## config.mk

```make
export PLATFORM = sky130hd
export DESIGN_NAME = ext_pipe
export DESIGN_NICKNAME = d
export VERILOG_FILES = /design/src/rtl/ext_pkg.sv /design/src/rtl/ext_core.sv /design/src/rtl/ext_pipe.sv
export SDC_FILE = /design/constraint.sdc
export NUM_CORES = 1
export LEC_CHECK = 0
export ABC_CLOCK_PERIOD_IN_PS = 4000
export CAP_MARGIN = 10
export CORE_MARGIN = 2
export CORE_UTILIZATION = 40
export DETAILED_ROUTE_END_ITERATION = 8
export SLEW_MARGIN = 20
export SYNTH_ARGS = -nofsm -noshare
export SYNTH_HDL_FRONTEND = slang
export SYNTH_SLANG_ARGS = --single-unit
```

## constraint.sdc

```tcl
create_clock -name clk -period 4 [get_ports clk]
set_input_delay 0.4 -clock clk [delete_from_list [all_inputs] [get_ports clk]]
set_output_delay 0.4 -clock clk [all_outputs]
set_load 0.01 [all_outputs]
```

## src/rtl/ext_pkg.sv

```systemverilog
// ext_pkg: extension opcodes and the shared width-generic extension function.
package ext_pkg;
  localparam logic [1:0] EOP_ZERO = 2'b00;
  localparam logic [1:0] EOP_SIGN = 2'b01;
  localparam logic [1:0] EOP_LUI  = 2'b10;
  localparam logic [1:0] EOP_BOFF = 2'b11;
  // Works on 64-bit containers so one function serves every IMM_W/OUT_W pairing.
  function automatic logic [63:0] ext_calc(input logic [63:0] imm, input logic [1:0] eop,
                                           input int imm_w, input int out_w);
    logic [63:0] mi, i, sx, r;
    mi = (64'd1 << imm_w) - 64'd1;
    i  = imm & mi;
    sx = (i & (64'd1 << (imm_w - 1))) != 64'd0 ? (i | ~mi) : i;
    r  = eop == EOP_ZERO ? i :
         eop == EOP_SIGN ? sx :
         eop == EOP_LUI  ? i << (out_w - imm_w) : sx << 2;
    return out_w >= 64 ? r : r & ((64'd1 << out_w) - 64'd1);
  endfunction
endpackage

```

## src/rtl/ext_core.sv

```systemverilog
// ext_core: combinational immediate extender.
module ext_core import ext_pkg::*; #(
  parameter int IMM_W = 16,
  parameter int OUT_W = 32
) (
  input  logic [IMM_W-1:0] imm,
  input  logic [1:0]       eop,
  output logic [OUT_W-1:0] ext
);
  assign ext = OUT_W'(ext_calc(64'(imm), eop, IMM_W, OUT_W));
endmodule

```

## src/rtl/ext_pipe.sv

```systemverilog
// ext_pipe: immediate extender feeding a DEPTH-entry result FIFO with
// valid/ready on both sides; all handshake outputs come from registered state.
module ext_pipe import ext_pkg::*; #(
  parameter int IMM_W = 16,
  parameter int OUT_W = 32,
  parameter int DEPTH = 4,
  localparam int CNT_W = $clog2(DEPTH + 1)
) (
  input  logic             clk,
  input  logic             reset,
  input  logic             in_valid,
  output logic             in_ready,
  input  logic [IMM_W-1:0] imm,
  input  logic [1:0]       EOp,
  output logic             out_valid,
  input  logic             out_ready,
  output logic [OUT_W-1:0] out_ext,
  output logic [CNT_W-1:0] count
);
  localparam int PW = DEPTH > 1 ? $clog2(DEPTH) : 1;
  logic [OUT_W-1:0] mem_q [DEPTH];
  logic [PW-1:0]    wr_ptr_q, wr_ptr_d, rd_ptr_q, rd_ptr_d;
  logic [CNT_W-1:0] count_q, count_d;
  logic [OUT_W-1:0] ext;
  logic             push, pop;
  ext_core #(.IMM_W(IMM_W), .OUT_W(OUT_W)) u_core (.imm(imm), .eop(EOp), .ext(ext));
  assign in_ready  = count_q != CNT_W'(DEPTH);
  assign out_valid = count_q != '0;
  assign out_ext   = mem_q[rd_ptr_q];
  assign count     = count_q;
  // Explicit wrap: DEPTH need not be a power of two.
  always_comb begin
    push     = in_valid && in_ready;
    pop      = out_valid && out_ready;
    wr_ptr_d = push ? (wr_ptr_q == PW'(DEPTH - 1) ? '0 : wr_ptr_q + 1'b1) : wr_ptr_q;
    rd_ptr_d = pop ? (rd_ptr_q == PW'(DEPTH - 1) ? '0 : rd_ptr_q + 1'b1) : rd_ptr_q;
    count_d  = push && !pop ? count_q + 1'b1 : !push && pop ? count_q - 1'b1 : count_q;
  end
  always_ff @(posedge clk or negedge reset) begin
    if (!reset) begin
      wr_ptr_q <= '0;
      rd_ptr_q <= '0;
      count_q  <= '0;
    end else begin
      wr_ptr_q <= wr_ptr_d;
      rd_ptr_q <= rd_ptr_d;
      count_q  <= count_d;
    end
  end
  always_ff @(posedge clk) begin
    if (push) mem_q[wr_ptr_q] <= ext;
  end
endmodule

```

### Word level (Yosys, flattened, before mapping)

Memories as Yosys holds them, arrays and structs flattened.
Index checks and enable logic that the tools add are counted.

* register bits: 7
* memory bits (writable): 128
* bits of input ports: 22
* output and inout bits: 37
* word-level logic and storage cells: 32
* memories kept: 1

* add/subtract/negate cells: 4
* equality and inequality tests: 5
* multiplexer cells: 10
* reduce and logical (&&, ||, !) cells: 9

Memories
* mem_q: words 4, bits a word 32, rd ports 1, clocked after Yosys merged registers in 0, write ports 1, line ext_pipe.sv:21 `logic [OUT_W-1:0] mem_q [DEPTH];`

Operator list (number)
* $mux W32: 4
* $eq A2 B2 Y1 const B: 3
* $mux W3: 2
* $add A2 B1 Y2 const B: 2
* $logic_and A1 B1 Y1: 4
* $mux W2: 2
* $add A3 B1 Y3 const B: 1
* $ne A3 B3 Y1 const B: 1
* $reduce_bool A3 Y1: 1
* $sub A3 B1 Y3 const B: 1
* $eq A2 B1 Y1 const B: 1
* $logic_not A1 Y1: 2
* $logic_not A2 Y1: 1
* $mux W1: 2
* $reduce_bool A2 Y1: 1

### Longest topological paths before layout

Gate-level depths: netlist (run 1).

* depth after elaboration: 6
* gate-level depth with buffers: 8
* depth with buffers taken out: 8

### Hierarchy

A second synthesis (run 1) with hierarchy kept.

* cells, all modules: 246
* area total of the unflattened synthesis: 5418.9 µm²

Modules (own cells, without submodules)
* ext_pipe: instances 1, cells each 204, area each 5054.8 µm², seq. area each 4018.9 µm²
* ext_core: instances 1, cells each 42, area each 364.1 µm², seq. area each 0.0 µm²

### Least setup slack after synthesis (run 1)

OpenSTA, ideal clock, no wires.

* path type: register -> register
* from: register count_q[1] (netlist: count[1])
* to: register count_q[2] (netlist: count[2])
* library setup time: 0.079 ns
* arrival: 2.098 ns
* required time: 3.921 ns
* path slack: 1.822 ns
* cell stages (with the launch flop): 9
* path buffers: 0
* clock period less this slack: 2.178 ns
* cell sequence: dfrtp_1 > or3_2 > nand2_1 > ha_1 > inv_1 > fa_1 > xor2_1 > nor2_1 > xor2_1

* word-level cells in the longest chain between the ends: 5
* elaborated cells on any way between the ends: 13
* those cells by class: add/sub: 2; eq/ne: 1; mux: 2; reduce/logical: 8

RTL lines
* start, declared: line ext_pipe.sv:23 `logic [CNT_W-1:0] count_q, count_d;`
* start signal, assigned: line ext_pipe.sv:47 `count_q <= count_d;`
* $reduce_bool A3 Y1 (*): line ext_pipe.sv:28 `assign out_valid = count_q != '0;`
* net out_valid: line ext_pipe.sv:15 `output logic out_valid,`
* $logic_and A1 B1 Y1 (*): line ext_pipe.sv:34 `pop = out_valid && out_ready;`
* $logic_not A1 Y1: line ext_pipe.sv:37 `count_d = push && !pop ? count_q + 1'b1 : !push && pop ? count_q - 1'b1 : count_q;`
* $logic_and A1 B1 Y1: line ext_pipe.sv:37
* $mux W3 or $reduce_bool A2 Y1 (tied branches)

The timed path passes the listed nets; every way through them passes the cells marked *. The select of a mux whose other input is x is not followed.
A chain may end at the register's enable or synchronous reset.

### Worst setup path in the final report (run 1)

* from: register rd_ptr_q[0]
* to: output port out_ext[21]

* word-level cells in the longest chain between the ends: 1

RTL lines
* start, declared: line ext_pipe.sv:22 `logic [PW-1:0] wr_ptr_q, wr_ptr_d, rd_ptr_q, rd_ptr_d;`
* start signal, assigned: line ext_pipe.sv:46 `rd_ptr_q <= rd_ptr_d;`
* $mem_v2 Z4 W32
* end, declared: line ext_pipe.sv:17 `output logic [OUT_W-1:0] out_ext,`

Every way passes these cells.

==> results of run 1 <==
## cell usage in the layout (no fill, tap or decap), drive strengths merged
master	Yosys	layout
edfxtp	128	128
clkdlybuf4s50	0	58
mux4	32	32
clkbuf	5	19
inv	17	17
nand2	15	15
a21o	14	14
o21ai	14	14
dfrtp	7	7
mux2	7	7
ha	6	6
nor2	5	5
buf	9	5
clkinv	0	5
and3	4	4
clkinvlp	0	4
nor2b	3	3
and2	3	3
xor2	2	2
bufinv	0	2
or3b	1	1
or3	1	1
xnor2	1	1
fa	1	1
## per-stage QoR
step	cells	utilization
floorplan	275	-
global placement	500	0.467
detailed placement	500	0.467
CTS	530	0.508
global route	530	0.508
finish	530	0.508
## state kept, by name, summed over array words and instances, names as in the netlist
| signal | count |
|---|---|
| count | 3 |
| mem_q | 128 |
| wr_ptr_q | 2 |
| rd_ptr_q | 2 |
## logic make-up (layout without fill, tap and decap cells)
group           after synthesis  count (layout)
compound gates               28              28
xor+xnor                      3               3
fa+ha+maj                     7               7
buf+inv                      31             110
flops                       135             135
mux                          39              39
simple gates                 32              32
## final cells by class
cell class	instances	area, um2	area share
well taps	176	220	0.0327
inverters	17	63.8	0.00948
clock inverters	11	110	0.0164
flip-flops and latches	135	4020	0.597
multi-input cells	109	1270	0.188
clock buffers	19	433	0.0643
repair buffers	63	618	0.0918
## power groups by stage
| stage | clock network [W] | logic, W | registers [W] |
|---|---|---|---|
| after floorplan | 0 | 0.000959 | 0.00199 |
| after global placement | 0 | 0.00156 | 0.00211 |
| after detailed placement | 0 | 0.00158 | 0.00212 |
| after CTS | 0.00145 | 0.00159 | 0.00209 |
| after global routing | 0.00152 | 0.00167 | 0.00212 |
| final | 0.00143 | 0.00155 | 0.00208 |
## critical path, delay by kind of cell (launching register included)
kind | cells | cell delay (ps)
multiplexers | 1 | 530
flip-flops | 1 | 830
buffers and inverters | 2 | 820
## worst paths after layout
check                       startpoint           to  slack [ps]  depth (start not counted)
setup reg to reg              count[1]     count[2]        1770                          8
hold reg to reg               count[2]     count[2]         520                          1
hold / removal                   reset  wr_ptr_q[1]         260                          1
setup / recovery           rd_ptr_q[0]  out_ext[21]        1000                          3
max in group asynchronous        reset  rd_ptr_q[0]        3470                          1
min in group clk              count[2]     count[2]         520                          1
## per-layer routing
| metal | track usage | vias to the layer above | part of all wire |
|---|---|---|---|
| met1 | 0.211 | 1392 | 0.45 |
| li1 | - | 1221 | - |
| met3 | 0.0448 | 8 | 0.055 |
| met4 | 0.0523 | 0 | 0.0083 |
| met5 | 0 | - | 0 |
| met2 | 0.243 | 84 | 0.48 |
==> results.cfg, run 1 <==
[sta]
setup_ws_ps = 1000
whs_ps = 259
fmax_mhz = 334
finalCritPeriodShare = 0.749
worst_slew_pin_slew_ps = 903
setup_violations = 0
slew_violations = 0
rsz0062_at_grt = no
slew_headroom = 0.398
setup_tns_ps = 0
hold_violations = 0
fin_crit_ps = 3000
final.setup_skew_ps = 7.71

[synthesis]
synth_fp_nets = 304
syn_area_per_cell_um2 = 19.7
ys_types = 24
synthAdderAreaFrac = 0.0175
synth_ff_type = edfxtp_1
synth_compound_area_frac = 0.0323
syn_area_um2 = 5420
yosysTopAreaCell = edfxtp_1
yosysSeqAreaShare = 0.741
synth_xor_area_frac = 0.00485
synth-edff-count = 128
async_flop_share = 0.0519
yosys-top-cells-area = edfxtp_1 71%, mux4_2 13%, dfrtp_1 3.2%
synth_seq_cells = 135
synth_top_family_by_area = multiplexers
synth_top_area_frac = 0.709
synth-simple-area-share = 0.0302
yosysMostFrequentCell = edfxtp_1
yosys_warnings = 0
synth.cells.most_frequent = 128 x edfxtp_1, 32 x mux4_2, 17 x inv_1
muxShareOfSynthArea = 0.149
synth_cells = 275

[worst_setup_path]
worst_ep_required_time_ps = 3600
worstPathCellList = buf_4 > mux4_2 > clkdlybuf4s50_1
critPathLaunchType = flip-flop
cp_data_arrival_time_ps = 2600
end_kind = output pin
slowest_delay_ps = 830
cp_slowest_cell = dfrtp_2
cp_max_fo = 21
crit_type = flip-flop to output pin

[power_and_ir_drop]
peakVddDrop_v = 0.000473
p_switching_w = 0.00138
total_power_w = 0.00506
seq_power_share = 0.411
p_clk_frac = 0.283
power.internal_w = 0.00368
p_per_area_nw_per_um2 = 752
switching_share = 0.273
leakagePower_nw = 2.37
pwr-share-comb = 0.306

[global_routing]
antenna_found_initial = 0
grt_max_degree = 33
grt-ovfl-total = 0
grt_pass1_vias = 2852
grt_pass1_wl_mm = 16.2
grt_use_total = 0.155

[detailed_routing]
ant_nets = 0
totalWireLength_mm = 10.5
num_vias = 2705
via_per_inst = 5.10
avgRoutedWirePerCell_um = 19.9
drc = 0
drtPass1Iterations = 4
drt_iter0_markers = 203

[final_layout]
n_fill_cell = 1091
antenna_cells = 0
area_growth_pct = 24.2
fin_area_um2 = 6730
drive_above_1_share = 0.215
nNetsFinal = 372

[placed_design]
place_area_um2 = 6190
gp_congestion = 0.748
port_buffers = 58
post-dp-hpwl_mm = 6.52
dp_slack_ps = 1370

[run]
cap_viol_max_count = 0

[clock_network]
cts-root-buf = clkbuf_16
clock_path_buffers = 2
hold_buffers = 0
clkLatencyLatePin_ps = 410
cts_tree = yes
cts_sinks = 135
numCtsBuffers = 17
h-tree-depth = 4
cts_resized = 0
postCtsSetupBuffers = 0
clk_pin_slew_worst_paths_ps = 50

[floorplanning]
fp.dieW_um = 120
io_pins = 59
die-area_um2 = 14500
start_util = 0.409
placementRows = 42
die_h_um = 120
coreArea_um2 = 13200

[hold_path]
hold_class = input pin to asynchronous set/reset pin

[run_status]
status = finished clean
(Power assumes the default switching activity.)
==> inputs of run 2 (changes only) <==
--- a/config.mk
+++ b/config.mk
@@ -5,7 +5,7 @@
 export SDC_FILE = /design/constraint.sdc
 export NUM_CORES = 1
 export LEC_CHECK = 0
-export ABC_CLOCK_PERIOD_IN_PS = 4000
+export ABC_CLOCK_PERIOD_IN_PS = 2400
 export CAP_MARGIN = 10
 export CORE_MARGIN = 2
 export CORE_UTILIZATION = 40
==> constraint.sdc (replaced) <==
create_clock -name clk -period 2.4 [get_ports clk]
set_input_delay 0.24 -clock clk [delete_from_list [all_inputs] [get_ports clk]]
set_output_delay 0.24 -clock clk [all_outputs]
set_load 0.01 [all_outputs]
==> run 2 against run 1 <==
  * Critical path depth rose by 1
  * Cell count rose by 2.1%
  * Sequential power rose by 60%
  * Wire length fell by 0.46%
  * Clock power rose by 70%
  * Highest routed layer unchanged
==> results.cfg, run 2 (same netlist as run 1, synthesis figures left out) <==
[clock_network]
cts_tree = yes
clock_path_buffers = 2
cts-root-buf = clkbuf_16
clk_pin_slew_worst_paths_ps = 50
hold_buffers = 0
h-tree-depth = 4
clkLatencyLatePin_ps = 400
numCtsBuffers = 17
cts_sinks = 135

[worst_setup_path]
cp_data_arrival_time_ps = 2110
slowest_delay_ps = 520
crit_type = flip-flop to output pin
critPathLaunchType = flip-flop
worst_ep_required_time_ps = 2160
cp_max_fo = 7
cp_slowest_cell = mux4_2
end_kind = output pin
worstPathCellList = buf_4 > buf_6 > mux4_2 > clkdlybuf4s50_1

[placed_design]
post-dp-hpwl_mm = 6.25
place_area_um2 = 6260
gp_congestion = 0.696
port_buffers = 58

[global_routing]
busiest_layer = met2
use_met1 = 0.210
grt_max_degree = 33
use_met2 = 0.247
grt_pass1_wl_mm = 16.3
grt_use_total = 0.156
grt_pass1_vias = 2951
grtUsageMet3 = 0.0458
grt-ovfl-total = 0
antenna_found_initial = 0

[power_and_ir_drop]
pwr-share-comb = 0.336
p_per_area_nw_per_um2 = 1260
peakVddDrop_v = 0.00118
power.internal_w = 0.00633
p_clk_frac = 0.280
switching_share = 0.271
total_power_w = 0.00868
p_switching_w = 0.00236
seq_power_share = 0.384
leakagePower_nw = 2.49

[run]
cap_viol_max_count = 0

[sta]
whs_ps = 103
fin_crit_ps = 2350
slew_headroom = 0.384
setup_tns_ps = 0
final.setup_skew_ps = 4.84
finalCritPeriodShare = 0.978
hold_violations = 0
fmax_mhz = 426
slew_violations = 0
worst_slew_pin_slew_ps = 923
setup_violations = 0

[final_layout]
multi_input_area_um2 = 1270
layout_common_cells = 128 x edfxtp_1, 55 x clkdlybuf4s50_1, 32 x mux4_2
regMostFlops = mem_q
antenna_cells = 0
regArea_um2 = 4020
utilization = 0.520
layout_commonest_cell = edfxtp_1
drive_above_1_share = 0.247
n_fill_cell = 1102
nNetsFinal = 381
largest_register_ffs = 128
area_growth_pct = 27.0
fin_area_um2 = 6890

[floorplanning]
coreArea_um2 = 13200
start_util = 0.409
placementRows = 42
die_h_um = 120
die-area_um2 = 14500
io_pins = 59
fp.dieW_um = 120

[hold_path]
hold_class = input pin to asynchronous set/reset pin

[detailed_routing]
drt_iter0_markers = 189
ant_nets = 0
totalWireLength_mm = 10.5
via_per_inst = 5.00
num_vias = 2707
drtPass1Iterations = 5
drc = 0
avgRoutedWirePerCell_um = 19.4

[run_status]
status = finished clean
## run 2: metrics by stage
stage	std cells	setup slack (ps)
after floorplan	275	222
after global placement	504	243
after CTS	538	4.22
after global routing	541	-1.25
after detailed placement	504	186
final	541	51.9
## run 2: worst paths after layout
path | start | to | slack, ps | depth (start not counted)
worst max-delay path | rd_ptr_q[0] | out_ext[25] | 50 | 4
worst min-delay path | reset | count[1] | 100 | 1
worst max register to register | count[0] | count[2] | 190 | 8
worst min register to register | count[2] | count[2] | 510 | 1
max in group asynchronous | reset | rd_ptr_q[0] | 2030 | 1
min in group clk | count[2] | count[2] | 510 | 1
## run 2: layout make-up
cell class	count	area share
Clock buffer	24	0.0714
Clock inverter	8	0.0105
Inverter	17	0.00926
Multi-Input combinational cell	109	0.184
Sequential cell	135	0.584
Tap cell	176	0.0320
Timing Repair Buffer	72	0.109
## run 2: routing by layer
layer	part of all wire	routed length, um	up-vias
li1	-	-	1238
met1	0.45	4740	1379
met2	0.48	5070	77
met3	0.050	526	13
met4	0.013	138	0
met5	0	0	-
## run 2: worst max-delay path: cells and delay by family (launching register included)
kind | cells | cell delay (ps)
multiplexers | 1 | 520
flip-flops | 1 | 360
buffers and inverters | 3 | 830
## run 2: repair_timing
action,4_1_cts,5_1_grt
hold endpoints to repair,0,0
setup endpoints to repair,27,10
pin swaps,0,0
buffers inserted,2,2
cloned,0,1
gates resized for setup,0,4
## run 2: power groups by stage
| stage | combinational [W] | sequential [W] | clock [W] |
|---|---|---|---|
| after global routing | 0.00314 | 0.00338 | 0.00258 |
| after detailed placement | 0.00284 | 0.00343 | 0 |
| after floorplan | 0.00160 | 0.00332 | 0 |
| after global placement | 0.00284 | 0.00340 | 0 |
| final | 0.00292 | 0.00333 | 0.00243 |
| after CTS | 0.00290 | 0.00336 | 0.00247 |
==> inputs of run 3 (changes only) <==
--- a/config.mk
+++ b/config.mk
@@ -8,7 +8,7 @@
 export ABC_CLOCK_PERIOD_IN_PS = 2400
 export CAP_MARGIN = 10
 export CORE_MARGIN = 2
-export CORE_UTILIZATION = 40
+export CORE_UTILIZATION = 28
 export DETAILED_ROUTE_END_ITERATION = 8
 export SLEW_MARGIN = 20
 export SYNTH_ARGS = -nofsm -noshare
==> run 3 against run 2 <==
  * Critical path depth shrank 1
  * Global-route usage shrank 3.9 points
  * Count of clock-buffer cells in the layout shrank 6
  * Die area grew 41%
  * Clock skew grew 4.1 ps
  * Largest cell class unchanged
  * Highest routed layer unchanged
==> results.cfg, run 3 (same netlist as run 1, synthesis figures left out) <==
[global_routing]
grt_use_total = 0.117
antenna_found_initial = 0
grt_max_degree = 33
grt-ovfl-total = 0
grt_pass1_wl_mm = 17.2
grt_pass1_vias = 2992

[placed_design]
post-dp-hpwl_mm = 6.93
gp_congestion = 0.713
port_buffers = 58
place_area_um2 = 6410

[clock_network]
cts_sinks = 135
clock_path_buffers = 2
h-tree-depth = 4
clkLatencyLatePin_ps = 420
cts_tree = yes
numCtsBuffers = 17
clk_pin_slew_worst_paths_ps = 60
cts-root-buf = clkbuf_16
hold_buffers = 0

[sta]
setup_violations = 0
slew_headroom = 0.440
slew_violations = 0
finalCritPeriodShare = 0.969
hold_violations = 0
fmax_mhz = 430
final.setup_skew_ps = 8.91
rsz0062_at_grt = no
worst_slew_pin_slew_ps = 839
setup_tns_ps = 0
fin_crit_ps = 2330

[worst_setup_path]
worst_ep_required_time_ps = 2160
worstPathCellList = buf_12 > mux4_2 > clkdlybuf4s50_1
cp_slowest_cell = mux4_2
crit_type = flip-flop to output pin
slowest_delay_ps = 540
critPathLaunchType = flip-flop
cp_max_fo = 13
end_kind = output pin
cp_data_arrival_time_ps = 2090

[final_layout]
n_fill_cell = 1735
nNetsFinal = 386
drive_above_1_share = 0.262
regMostFlops = mem_q
fin_area_um2 = 7040
layout_common_cells = 128 x edfxtp_1, 50 x clkdlybuf4s50_1, 32 x mux4_2
layout_commonest_cell = edfxtp_1
largest_register_ffs = 128
area_growth_pct = 29.9
antenna_cells = 0

[floorplanning]
die_h_um = 143
fp.dieW_um = 143
coreArea_um2 = 18800
io_pins = 59
placementRows = 50
die-area_um2 = 20500
start_util = 0.288

[detailed_routing]
drt_iter0_markers = 189
drtPass1Iterations = 4
avgRoutedWirePerCell_um = 17.7
totalWireLength_mm = 11.1
num_vias = 2784
drc = 0
via_per_inst = 4.42
ant_nets = 0

[run_status]
status = finished clean

[power_and_ir_drop]
peakVddDrop_v = 0.000630
leakagePower_nw = 2.51
p_per_area_nw_per_um2 = 1240

[run]
cap_viol_max_count = 0

[hold_path]
hold_class = input pin to asynchronous set/reset pin
[run 3: metal layers]
metal,track usage,routed length [um],vias to the layer above
met5,0,0,-
met4,0.0500,181,0
met3,0.0372,637,17
met2,0.186,5390,78
met1,0.148,4920,1441
li1,-,-,1248
[run 3: worst max-delay path, delay by kind of cell, from the launching register on]
| family | cells | cell delay (ps) |
|---|---|---|
| muxes | 1 | 540 |
| DFF | 1 | 420 |
| buffers and inverters | 2 | 690 |
[run 3: cell type report]
cell class / count / area (um2) / area share
flip-flops and latches: 135 / 4020 / 0.571
multi-input cells: 109 / 1270 / 0.180
repair buffers: 77 / 801 / 0.114
clock buffers: 18 / 429 / 0.0609
well taps: 260 / 325 / 0.0462
clock inverters: 14 / 135 / 0.0192
inverters: 17 / 63.8 / 0.00906
[run 3: timing repair]
action / CTS / global route
resized for setup: 11 / 0
endpoints found under the setup margin: 16 / 16
buffers inserted: 0 / 9
[run 3: final timing paths]
kind | start | endpoint | cells past startpoint | slack, ps
max in group asynchronous | reset | rd_ptr_q[0] | 1 | 2050
worst max-delay path | rd_ptr_q[0] | out_ext[14] | 3 | 70
worst min register to register | count[2] | count[2] | 1 | 510
min in group clk | count[2] | count[2] | 1 | 510
worst min-delay path | reset | count[0] | 1 | 80
worst max register to register | count[1] | count[2] | 8 | 200
[run 3: metrics by stage]
stage          hold WS [ps]  std cells  power, W  utilization  setup WS (ps)
2_1_floorplan         -55.6        275   0.00491            -            222
3_3_place_gp            499        589   0.00633        0.340            143
3_5_place_dp            502        589   0.00637        0.340            179
4_1_cts                78.1        621   0.00879        0.370          -2.68
5_1_grt                 101        630   0.00920        0.374           9.59
6_report               83.2        630   0.00874        0.374           74.9
[run 3: where the power goes]
group | switching [W] | total (W) | internal (W) | leakage (nW)
clock network | 0.000929 | 0.00244 | 0.00151 | 0.277
registers | 0.000164 | 0.00332 | 0.00315 | 1.27
logic | 0.00134 | 0.00298 | 0.00165 | 0.960
total | 0.00243 | 0.00874 | 0.00631 | 2.51
